**config.mk**
```make
export PLATFORM = sky130hd
export DESIGN_NAME = multi_cycle_adder
export DESIGN_NICKNAME = d
export VERILOG_FILES = /design/src/rtl/adder_pkg.sv /design/src/rtl/full_adder.sv /design/src/rtl/ripple_chunk.sv /design/src/rtl/multi_cycle_adder.sv
export SDC_FILE = /design/constraint.sdc
export NUM_CORES = 1
export LEC_CHECK = 0
export BUFFER_PORTS_ARGS = -buffer_cell sky130_fd_sc_hd__buf_2
export CORE_ASPECT_RATIO = 0.75
export CORE_MARGIN = 5
export CORE_UTILIZATION = 50
export CTS_BUF_LIST = sky130_fd_sc_hd__clkbuf_4 sky130_fd_sc_hd__clkbuf_8
export DETAILED_ROUTE_END_ITERATION = 12
export PLACE_DENSITY = 0.76
export REMOVE_ABC_BUFFERS = 1
export SLEW_MARGIN = 30
export SYNTH_ARGS = -nofsm -noshare
export SYNTH_HDL_FRONTEND = slang
export SYNTH_SLANG_ARGS = --single-unit
```
**constraint.sdc**
```tcl
create_clock -name clk -period 19.4 [get_ports clk]
set_input_delay 0 -clock clk [delete_from_list [all_inputs] [get_ports clk]]
set_output_delay 0 -clock clk [all_outputs]
set_load 0.01 [all_outputs]
```
**src/rtl/adder_pkg.sv**
```systemverilog
// adder_pkg: shared constants for the multi-cycle adder.
// FSM state encoding, default operand/chunk widths and a width helper.
package adder_pkg;

    localparam int DEF_WIDTH = 64;
    localparam int DEF_CHUNK = 8;

    // FSM state encoding shared by RTL and any tooling that decodes it.
    localparam int               STATE_W = 2;
    localparam logic [STATE_W-1:0] IDLE  = 2'd0;
    localparam logic [STATE_W-1:0] RUN   = 2'd1;
    localparam logic [STATE_W-1:0] DONE  = 2'd2;

    // Bits needed to index n items; never less than one so that degenerate
    // configurations (a single chunk, a one-bit word) still get a real vector.
    function automatic int idx_width(input int n);
        return (n > 1) ? $clog2(n) : 1;
    endfunction

endpackage

```
**src/rtl/full_adder.sv**
```systemverilog
// full_adder: one-bit full adder cell, the building block of ripple_chunk.
module full_adder (
    input  logic a,
    input  logic b,
    input  logic ci,
    output logic s,
    output logic co
);

    assign s  = a ^ b ^ ci;
    assign co = (a & b) | (ci & (a ^ b));

endmodule

```
**src/rtl/ripple_chunk.sv**
```systemverilog
// ripple_chunk: CHUNK-bit combinational ripple-carry adder built from
// full_adder cells. With ADDER_OVERFLOW_EN defined it also exposes the carry
// into its most significant bit so the caller can derive signed overflow.
module ripple_chunk #(
    parameter int CHUNK = 8
) (
    input  logic [CHUNK-1:0] a,
    input  logic [CHUNK-1:0] b,
    input  logic             cin,
    output logic [CHUNK-1:0] sum,
    output logic             cout
`ifdef ADDER_OVERFLOW_EN
    ,
    output logic             c_msb
`endif
);

    // carry[i] is the carry into bit i; carry[CHUNK] leaves the chunk.
    logic [CHUNK:0] carry;

    assign carry[0] = cin;

    for (genvar i = 0; i < CHUNK; i++) begin : g_bit
        full_adder u_fa (
            .a  (a[i]),
            .b  (b[i]),
            .ci (carry[i]),
            .s  (sum[i]),
            .co (carry[i+1])
        );
    end

    assign cout = carry[CHUNK];

`ifdef ADDER_OVERFLOW_EN
    assign c_msb = carry[CHUNK-1];
`endif

endmodule

```
**src/rtl/multi_cycle_adder.sv**
```systemverilog
// multi_cycle_adder: WIDTH-bit adder that processes CHUNK bits per clock.
// An operand pair is accepted in IDLE, added one chunk per RUN cycle
// (least significant chunk first, carry held in a register between cycles)
// and presented in DONE until the consumer takes it.
// Optional feature macro: ADDER_OVERFLOW_EN adds the 'ovf' output
// (two's-complement signed overflow of the full-width addition).
module multi_cycle_adder
    import adder_pkg::*;
#(
    parameter int WIDTH = DEF_WIDTH,
    parameter int CHUNK = DEF_CHUNK
) (
    input  logic             clk,
    input  logic             rst_n,
    input  logic             in_valid,
    output logic             in_ready,
    input  logic [WIDTH-1:0] a,
    input  logic [WIDTH-1:0] b,
    input  logic             cin,
    output logic             out_valid,
    input  logic             out_ready,
    output logic [WIDTH-1:0] sum,
    output logic             cout
`ifdef ADDER_OVERFLOW_EN
    ,
    output logic             ovf
`endif
);

    localparam int NCHUNK = WIDTH / CHUNK;
    localparam int CNT_W  = idx_width(NCHUNK);
    localparam int IDX_W  = idx_width(WIDTH);
    localparam logic [CNT_W-1:0] LAST_CHUNK = CNT_W'(NCHUNK - 1);

    if ((WIDTH % CHUNK) != 0 || CHUNK < 1) begin : g_bad_chunk
        $error("multi_cycle_adder: WIDTH must be a positive multiple of CHUNK");
    end

    logic [STATE_W-1:0] state;
    logic [STATE_W-1:0] state_next;
    logic [CNT_W-1:0]   cnt;
    logic               carry_q;
    logic [WIDTH-1:0]   a_q;
    logic [WIDTH-1:0]   b_q;
    logic [WIDTH-1:0]   sum_q;
    logic               cout_q;

    logic [IDX_W-1:0]   base;
    logic [CHUNK-1:0]   a_chunk;
    logic [CHUNK-1:0]   b_chunk;
    logic [CHUNK-1:0]   chunk_sum;
    logic               chunk_cout;

    logic               accept;
    logic               last;

`ifdef ADDER_OVERFLOW_EN
    logic               chunk_c_msb;
    logic               ovf_q;
`endif

    assign accept = (state == IDLE) && in_valid;
    assign last   = (cnt == LAST_CHUNK);

    // Bit offset of the chunk being worked on this RUN cycle.
    assign base    = IDX_W'(int'(cnt) * CHUNK);
    assign a_chunk = a_q[base +: CHUNK];
    assign b_chunk = b_q[base +: CHUNK];

    ripple_chunk #(
        .CHUNK (CHUNK)
    ) u_ripple (
        .a     (a_chunk),
        .b     (b_chunk),
        .cin   (carry_q),
        .sum   (chunk_sum),
        .cout  (chunk_cout)
`ifdef ADDER_OVERFLOW_EN
        ,
        .c_msb (chunk_c_msb)
`endif
    );

    // Next-state decode: accept in IDLE, finish after the last chunk, release on handshake.
    always_comb begin
        // NOTE: default assignment first so every path assigns state_next and no latch is inferred.
        state_next = state;
        case (state)
            IDLE:    if (in_valid)  state_next = RUN;
            RUN:     if (last)      state_next = DONE;
            DONE:    if (out_ready) state_next = IDLE;
            default:                state_next = IDLE;
        endcase
    end

    // Control and result registers: state, chunk counter, running carry, sum and carry-out.
    always_ff @(posedge clk) begin
        // NOTE: non-blocking assignments so every register samples pre-edge values, independent of statement order.
        if (!rst_n) begin
            state   <= IDLE;
            cnt     <= '0;
            carry_q <= 1'b0;
            sum_q   <= '0;
            cout_q  <= 1'b0;
`ifdef ADDER_OVERFLOW_EN
            ovf_q   <= 1'b0;
`endif
        end else begin
            state <= state_next;
            if (accept) begin
                cnt     <= '0;
                carry_q <= cin;
            end else if (state == RUN) begin
                sum_q[base +: CHUNK] <= chunk_sum;
                carry_q              <= chunk_cout;
                if (last) begin
                    cout_q <= chunk_cout;
`ifdef ADDER_OVERFLOW_EN
                    ovf_q  <= chunk_c_msb ^ chunk_cout;
`endif
                end else begin
                    cnt <= cnt + 1'b1;
                end
            end
        end
    end

    // Operand capture on the accept edge; held untouched while RUN/DONE ignore in_valid.
    always_ff @(posedge clk) begin
        // NOTE: operand registers are deliberately not reset: they are only read in RUN, which is reached solely through a fresh capture.
        if (accept) begin
            a_q <= a;
            b_q <= b;
        end
    end

    assign in_ready  = (state == IDLE);
    assign out_valid = (state == DONE);
    assign sum       = sum_q;
    assign cout      = cout_q;
`ifdef ADDER_OVERFLOW_EN
    assign ovf       = ovf_q;
`endif

endmodule
```
==> results of run 1 <==
[through the flow]
stage | worst slack [ps] | instance area (um^2) | power [uW]
floorplan | 8790 | 7790 | 534
CTS | 14570 | 10800 | 857
detailed placement | 14600 | 9110 | 569
global placement | 14710 | 9100 | 566
global route | 14220 | 10800 | 889
finish | 14600 | 10800 | 857
[cells by family after synthesis]
group           share of synthesized area (%)
buf+inv                                  2.09
mux                                      18.3
fa+ha+maj                                3.13
flops                                    66.5
compound gates                          0.743
simple gates                             9.06
xor+xnor                                0.111
[worst max path at each step]
stage / startpoint / endpoint / cells past startpoint / slack (ps)
CTS: cnt[0] / sum[63] / 15 / 14570
finish: cnt[0] / sum[63] / 15 / 14600
detailed placement: cnt[0] / sum[63] / 15 / 14600
global route: cnt[0] / sum[63] / 15 / 14220
floorplan: state[0] / cnt[0] / 3 / 8790
global placement: cnt[0] / sum[23] / 15 / 14710
[per-layer routing]
layer | vias up | track usage, % | wire [um]
met2 | 259 | 38.2 | 10100
li1 | 2570 | - | -
met5 | - | 0 | 0
met3 | 29 | 6.20 | 1750
met4 | 0 | 6.18 | 359
met1 | 2733 | 29.9 | 8560
[layout make-up]
type,instances,area [um^2]
clock buffers,18,241
well taps,205,256
multi-input cells,285,2500
flip-flops and latches,199,5270
inverters,10,37.5
repair buffers,337,2370
clock inverters,14,161
diodes,1,2.50
fillers,1019,4540
[critical path, stage by stage (launching register included)]
cell	delay [ps]
dfxtp_2	490
buf_4	570
mux4_2	580
mux2i_1	200
fa_1	200
inv_1	50
fa_1	350
inv_1	70
fa_1	200
fa_1	170
inv_1	50
fa_1	420
fa_1	400
fa_1	600
nand3_1	120
mux2i_1	180
[Yosys cell counts]
cell type | count | area, um^2
edfxtp_1 | 128 | 3840
nand2_1 | 110 | 413
mux2i_1 | 73 | 731
dfxtp_1 | 71 | 1420
mux4_2 | 32 | 721
clkbuf_1 | 13 | 48.8
nand3_1 | 12 | 60.1
buf_2 | 9 | 45.0
inv_1 | 9 | 33.8
fa_1 | 8 | 160
nand2b_1 | 8 | 50.1
ha_1 | 7 | 87.6
nor2b_1 | 6 | 37.5
buf_1 | 4 | 15.0
or4b_1 | 4 | 40.0
a21oi_1 | 3 | 15.0
nor2_1 | 3 | 11.3
nor3_2 | 3 | 30.0
nor3b_1 | 3 | 22.5
o21ai_0 | 2 | 10.0
a21boi_0 | 1 | 7.51
and3b_1 | 1 | 8.76
buf_4 | 1 | 7.51
buf_6 | 1 | 11.3
inv_2 | 1 | 3.75
nand3b_1 | 1 | 7.51
nor3_1 | 1 | 5.00
nor3b_2 | 1 | 12.5
nor4b_1 | 1 | 8.76
o2111a_1 | 1 | 11.3
o221ai_1 | 1 | 8.76
o22ai_1 | 1 | 6.26
or4b_2 | 1 | 10.0
xnor2_1 | 1 | 8.76
[sequential cells by signal, summed over array words and instances, names as in the netlist]
name     cells
a_q         64
b_q         64
carry_q      1
cnt          3
cout         1
state        2
sum         64
[power breakdown]
group / total (uW) / internal (uW) / switching, uW
clock network: 274 / 120 / 154
registers: 479 / 471 / 7.34
logic: 105 / 53.8 / 51.0
total: 857 / 645 / 213
==> out/results.txt, run 1 <==
The run finished with clean final reports. After floorplanning, the core was divided into 39 placement rows. Setup repair after global routing left no endpoint under its margin. The logs give 0 for the total count of max-transition violations in the final report and 5964 for the number of global-route vias before repair. The minimum clock period was 4800 ps; the hold violation total from the final report was 0. The library cells used most frequently in the layout, excluding fill and tap cells, are buf_2, dlygate4sd3_1, edfxtp_1, nand2_1, mux2i_1. The area growth from synthesis to layout is 36.9%. The floorplan step defined a die boundary enclosing 18500 um^2.

For this run the aggregate overflow at the end of global routing stands at 0. Entering global routing, the biggest net connects 97 pins. Clock tree synthesis found a total of 199 sinks. The longest clock path from root to sink contains 2 buffers. The final core utilization is 70.5%. For the final database, setup skew stands at 18.7 ps. For this design the ratio of total power to cell area is 79.2 nW/um^2. The flip-flop and latch count after synthesis is 199. The detail-routed net length per standard cell works out to 19.5 um.

The final critical path takes up 24.8% of the cycle. In the routed design, unresolved DRC markers number 0. The height of the chip came out at 119 um.

Excluding fillers, the count of instances in the completed layout stands at 1069. The maximum clock frequency came out at 208 MHz. Critical path start-end classification: reg -> reg. Setup violations remaining at the end of the flow were counted as 0. The end of the worst hold path is b_q[53]. Dividing the synthesized area by the synthesized cell count gives 15.2 um^2. Synthesis handed over a netlist of 522 instances. The instance count along the most critical hold path was 2.

The detailed placement HPWL is 12.9 mm, and the deepest level of the CTS H-tree is 4. The clock-pin transition on the worst setup and hold timing paths was 110 ps. The global-route total usage across every layer was 22.9%. The number of max-capacitance violations reported is 0.

The tightest min-delay check is of the in -> reg type. Critical path endpoint category: a flip-flop. The number of DRC markers in iteration 0 is 301. The worst hold path startpoint was b[53]. VDD sags by at most 0.0780 mV.

In the final design database the tool counted 998 nets. At the worst endpoint, the required time is 19800 ps. The synthesized netlist contains 34 unique library cells.

The register area share after synthesis came out at 66.5%. The startpoint identified for the worst register-to-register timing path is cnt[0]. The number of search-and-repair iterations in the first detailed-routing pass came out at 5.

The per-cell via count in the routed design was 5.23. During placement, the flow inserted port buffers numbering 199. In this run, post-CTS hold repair placed 132 buffers. The flop-to-flop setup slack was 14600 ps; the wire length after detailed routing was 20.8 mm. The insertion delay to the later sink of the worst-skew pair is 480 ps, and the largest fanout of any net on the critical path is 36. The endpoint of the worst-slack reg-to-reg timing path is sum[63]. The tools report the number of antenna violations at the first check in global routing as 1. For the placeable core area, the log shows 15400 um^2. The number of cells on the worst reg-to-reg path is 15.

For this design the top-level I/O count stands at 200. The post-placement cell count is 904. The logs give 0 for the residual antenna-violating net count after detailed routing and 0 for the synthesis warning total. The congestion estimate from routability-driven global placement came to 0.786. STA classifies the critical path startpoint as a flip-flop. Summing every instance area after synthesis gives 7910 um^2. The summed negative setup slack over all endpoints came out at 0 ps. The fraction of final layout cells with drive strength greater than 1 was 32.2%. The tools report the wire length of the first global-routing pass as 32.4 mm.

The tools report the max-slew headroom at the worst pin as 37.9%. Hold timing on the final database bottoms out at a slack of 226 ps. At the pin with the least slew margin, the transition time is 927 ps.

For this design the static power due to leakage is 0.00444 uW. Measured along the x axis, the die boundary spans 155 um. Clock tree synthesis inserted a total of 17 buffers.

TritonCTS built the clock tree. Starting density of the core: 51.5%. Data on the critical path arrives at its endpoint at 5200 ps.

The tree is rooted in a clkbuf_8. The tools report the post-CTS setup buffer count as 0. Most frequent standard cell in the layout excluding fill and tap cells: buf_2.

The number of resized instances in the post-cts repair step was 0; the via count was 5591.
No activity file was read; power rests on OpenSTA's default activity.
==> run 2: changes to the inputs <==
- PLACE_DENSITY: 0.76 -> 0.79
- clock period: 19.4 -> 4.25 ns (I/O delays scaled with it)
==> out/results.txt, run 2 (synthesized netlist as in run 1, its figures left out) <==
The flow ran to the end, and the final reports show no timing, DRC or antenna violations. The final setup violation count was 0 (unchanged); the max-slew headroom at the worst pin was 39.1% (+1.2 points). Family with the most delay on the worst path: adder cells. The via count is 5657 (+1.2%). The maximum single-stage delay on the critical path was 610 ps (about the same).

The leakage power total came out at 0.00444 uW (about the same). The number of filler instances in the final layout is 966 (-5.2%). For the detailed placement HPWL, the log shows 13.3 mm (+3.7%). The startpoint identified for the worst hold timing path is rst_n.

The maximum clock frequency came out at 242 MHz (+16%). The most numerous cell type found on the critical path is fa_2. The met2 capacity usage during global routing is 40.8% (+2.6 points).

For the number of clock buffers inserted by TritonCTS, the log shows 17 (unchanged). The clock sink count came out at 199 (unchanged). Buffering stage count on the worst path with inverters included: 3 (-1). The worst endpoint data arrival time came out at 4530 ps (-670 ps). The actual transition at the worst max-transition pin was 909 ps (-18.5 ps); the total count of max-transition violations in the final report was 0 (unchanged). Setup repair after global routing could not meet its margin everywhere. The tools report the hold violation total from the final report as 0 (unchanged). For the global-route total usage across every layer, the log shows 23.9% (+1.0 points).

The startpoint of the most critical register-to-register path was cnt[0]. In this run the worst setup path begins at cnt[0]. The height of the chip is 119 um (unchanged), and the residual antenna-violating net count after detailed routing is 0 (unchanged). The largest fanout of any net on the critical path is 7 (-81%), and the clock-pin transition on the worst setup and hold timing paths is 110 ps (about the same).

The area enclosed by the die boundary came out at 18500 um^2 (unchanged). The count of unresolved DRC violations after routing was 0 (unchanged); the total I/O pin count was 200 (unchanged). The run gives 0.808 (+2.7%) as the final estimated routing congestion in global placement. The wire length after detailed routing came out at 21.9 mm (+5.1%). The tools report the starting density of the core as 51.5% (unchanged). For the global route total overflow, the log shows 0 (unchanged). The tools report the worst path required time as 4640 ps (-15160 ps).

The net count reported at finish was 1003 (+0.50%). The fraction of final layout cells with drive strength greater than 1 works out to 34.9% (+2.7 points). The per-cell via count in the routed design came out at 5.27 (+0.71%). The tools report the placed standard-cell area as 9150 um^2 (+0.43%). The minimum clock period was 4140 ps (-665 ps); the quantity of I/O buffers inserted on ports was 199 (unchanged).

The relative area change from synthesis to final layout is 38.3%, and the number of antenna violations at the first check in global routing is 0 (-1). The number of search-and-repair iterations in the first detailed-routing pass was 5 (unchanged). The worst setup path is captured at a flip-flop. TritonCTS built the clock tree. The final design area excluding fillers is 10900 um^2 (+1.0%), and the final period utilization is 97.4% (+73 points).

The met3 track demand over resource in global routing was 6.89% (+0.69 points). The placeable core area came out at 15400 um^2 (unchanged). Horizontal die dimension: 155 um (unchanged). For the final core utilization, the log shows 71.2% (+0.72 points). The deepest clock path buffer count was 2 (unchanged); the met1 capacity usage during global routing was 29.9% (about the same).

STA classifies the critical path startpoint as a flip-flop. The largest individual stage delay along the critical path comes from the cell fa_2. The worst setup skew after layout is 19.4 ps (+0.736 ps). The most heavily used metal layer in global routing was met2.

The maximum resistive drop on vdd is 0.324 mV (+320%). The critical path start-end classification was reg -> reg. The cell sitting at the root of the clock tree is a clkbuf_8. The detail-routed net length per standard cell came out at 20.4 um (+4.6%).

The run gives 421 (+40%) as the number of DRC markers in iteration 0. In the layout the commonest cells are buf_2, dlygate4sd3_1, edfxtp_1, nand2_1. The critical path goes through mux4_2, mux2i_2, fa_2, fa_2, inv_2, fa_2, inv_2, fa_2, fa_2, inv_2, fa_2, fa_2, fa_2, nand3_2, mux2i_1. For the insertion delay to the later sink of the worst-skew pair, the log shows 480 ps (about the same).

The tools report the deepest level of the CTS H-tree as 4 (unchanged). The most frequent standard cell in the layout excluding fill and tap cells is buf_2. The tightest min-delay check is of the in -> reg type. Largest net degree at the start of global routing: 66 (-32%). The logs give 39 (unchanged) for the number of rows created at floorplan and 33.4 mm (+3.0%) for the wire length of the first global-routing pass.

The tools report the number of max-capacitance violations reported as 0 (unchanged). The power density over the cells was 355 nW/um^2 (+350%). The number of global-route vias before repair was 6009 (+0.75%).
==> run 2: changes by cell type in the layout (fill, tap and decap cells not counted), sizes merged <==
cell	change
buf	+5
bufinv	-2
inv	+2
bufbuf	+1
dlygate4sd3	-1
==> run 2: what timing repair did <==
action | CTS | global route
setup buffers | 1 | 0
setup endpoints to repair | 8 | 8
endpoints found under the hold margin | 131 | 0
pin swaps | 2 | 2
hold buffers | 131 | 0
cloned | 1 | 0
resized for setup | 9 | 10
==> run 2: layout make-up <==
| cell class | instances | area [um^2] | area share (%) |
|---|---|---|---|
| clock buffer | 18 | 241 | 2.21 |
| clock inverter | 14 | 146 | 1.34 |
| inverter | 10 | 37.5 | 0.343 |
| timing repair buffer | 342 | 2430 | 22.3 |
| antenna | 1 | 2.50 | 0.0229 |
| sequential | 199 | 5270 | 48.2 |
| multi-input combinational | 285 | 2550 | 23.3 |
| tap | 205 | 256 | 2.34 |
==> run 2: worst min-delay path, delay by kind of cell <==
kind | cells | cell delay (ps)
AND/OR/NAND/NOR | 1 | 170
multiplexers | 1 | 50
buffers and inverters | 1 | 390
==> run 2: metal layers <==
metal | share of wire, % | vias to the layer above
met5 | 0 | -
met4 | 1.9 | 0
met3 | 8.6 | 31
met2 | 51 | 293
met1 | 38 | 2757
li1 | - | 2576
==> run 2: worst paths after layout <==
path	endpoint	slack [ps]	cells after the start
worst min register to register	sum[27]	460	2
worst max register to register	sum[47]	110	15
worst min-delay path	sum[39]	200	3
worst max-delay path	sum[47]	110	15
==> run 2: report_power, final <==
group / internal (uW) / total, uW / switching, uW
registers: 2150 / 2190 / 35.2
clock network: 448 / 1200 / 747
logic: 266 / 508 / 243
total: 2860 / 3890 / 1020
==> run 2: through the flow <==
stage	cells	setup slack (ps)	TNS, ps	hold slack (ps)	power [uW]
2_1_floorplan	494	-6360	-841850	98.9	2440
3_3_place_gp	908	-31.0	-140	176	2590
3_5_place_dp	908	-213	-1350	178	2610
4_1_cts	1073	4.50	0	177	3880
5_1_grt	1073	-120	-614	184	4030
6_report	1074	112	0	198	3890
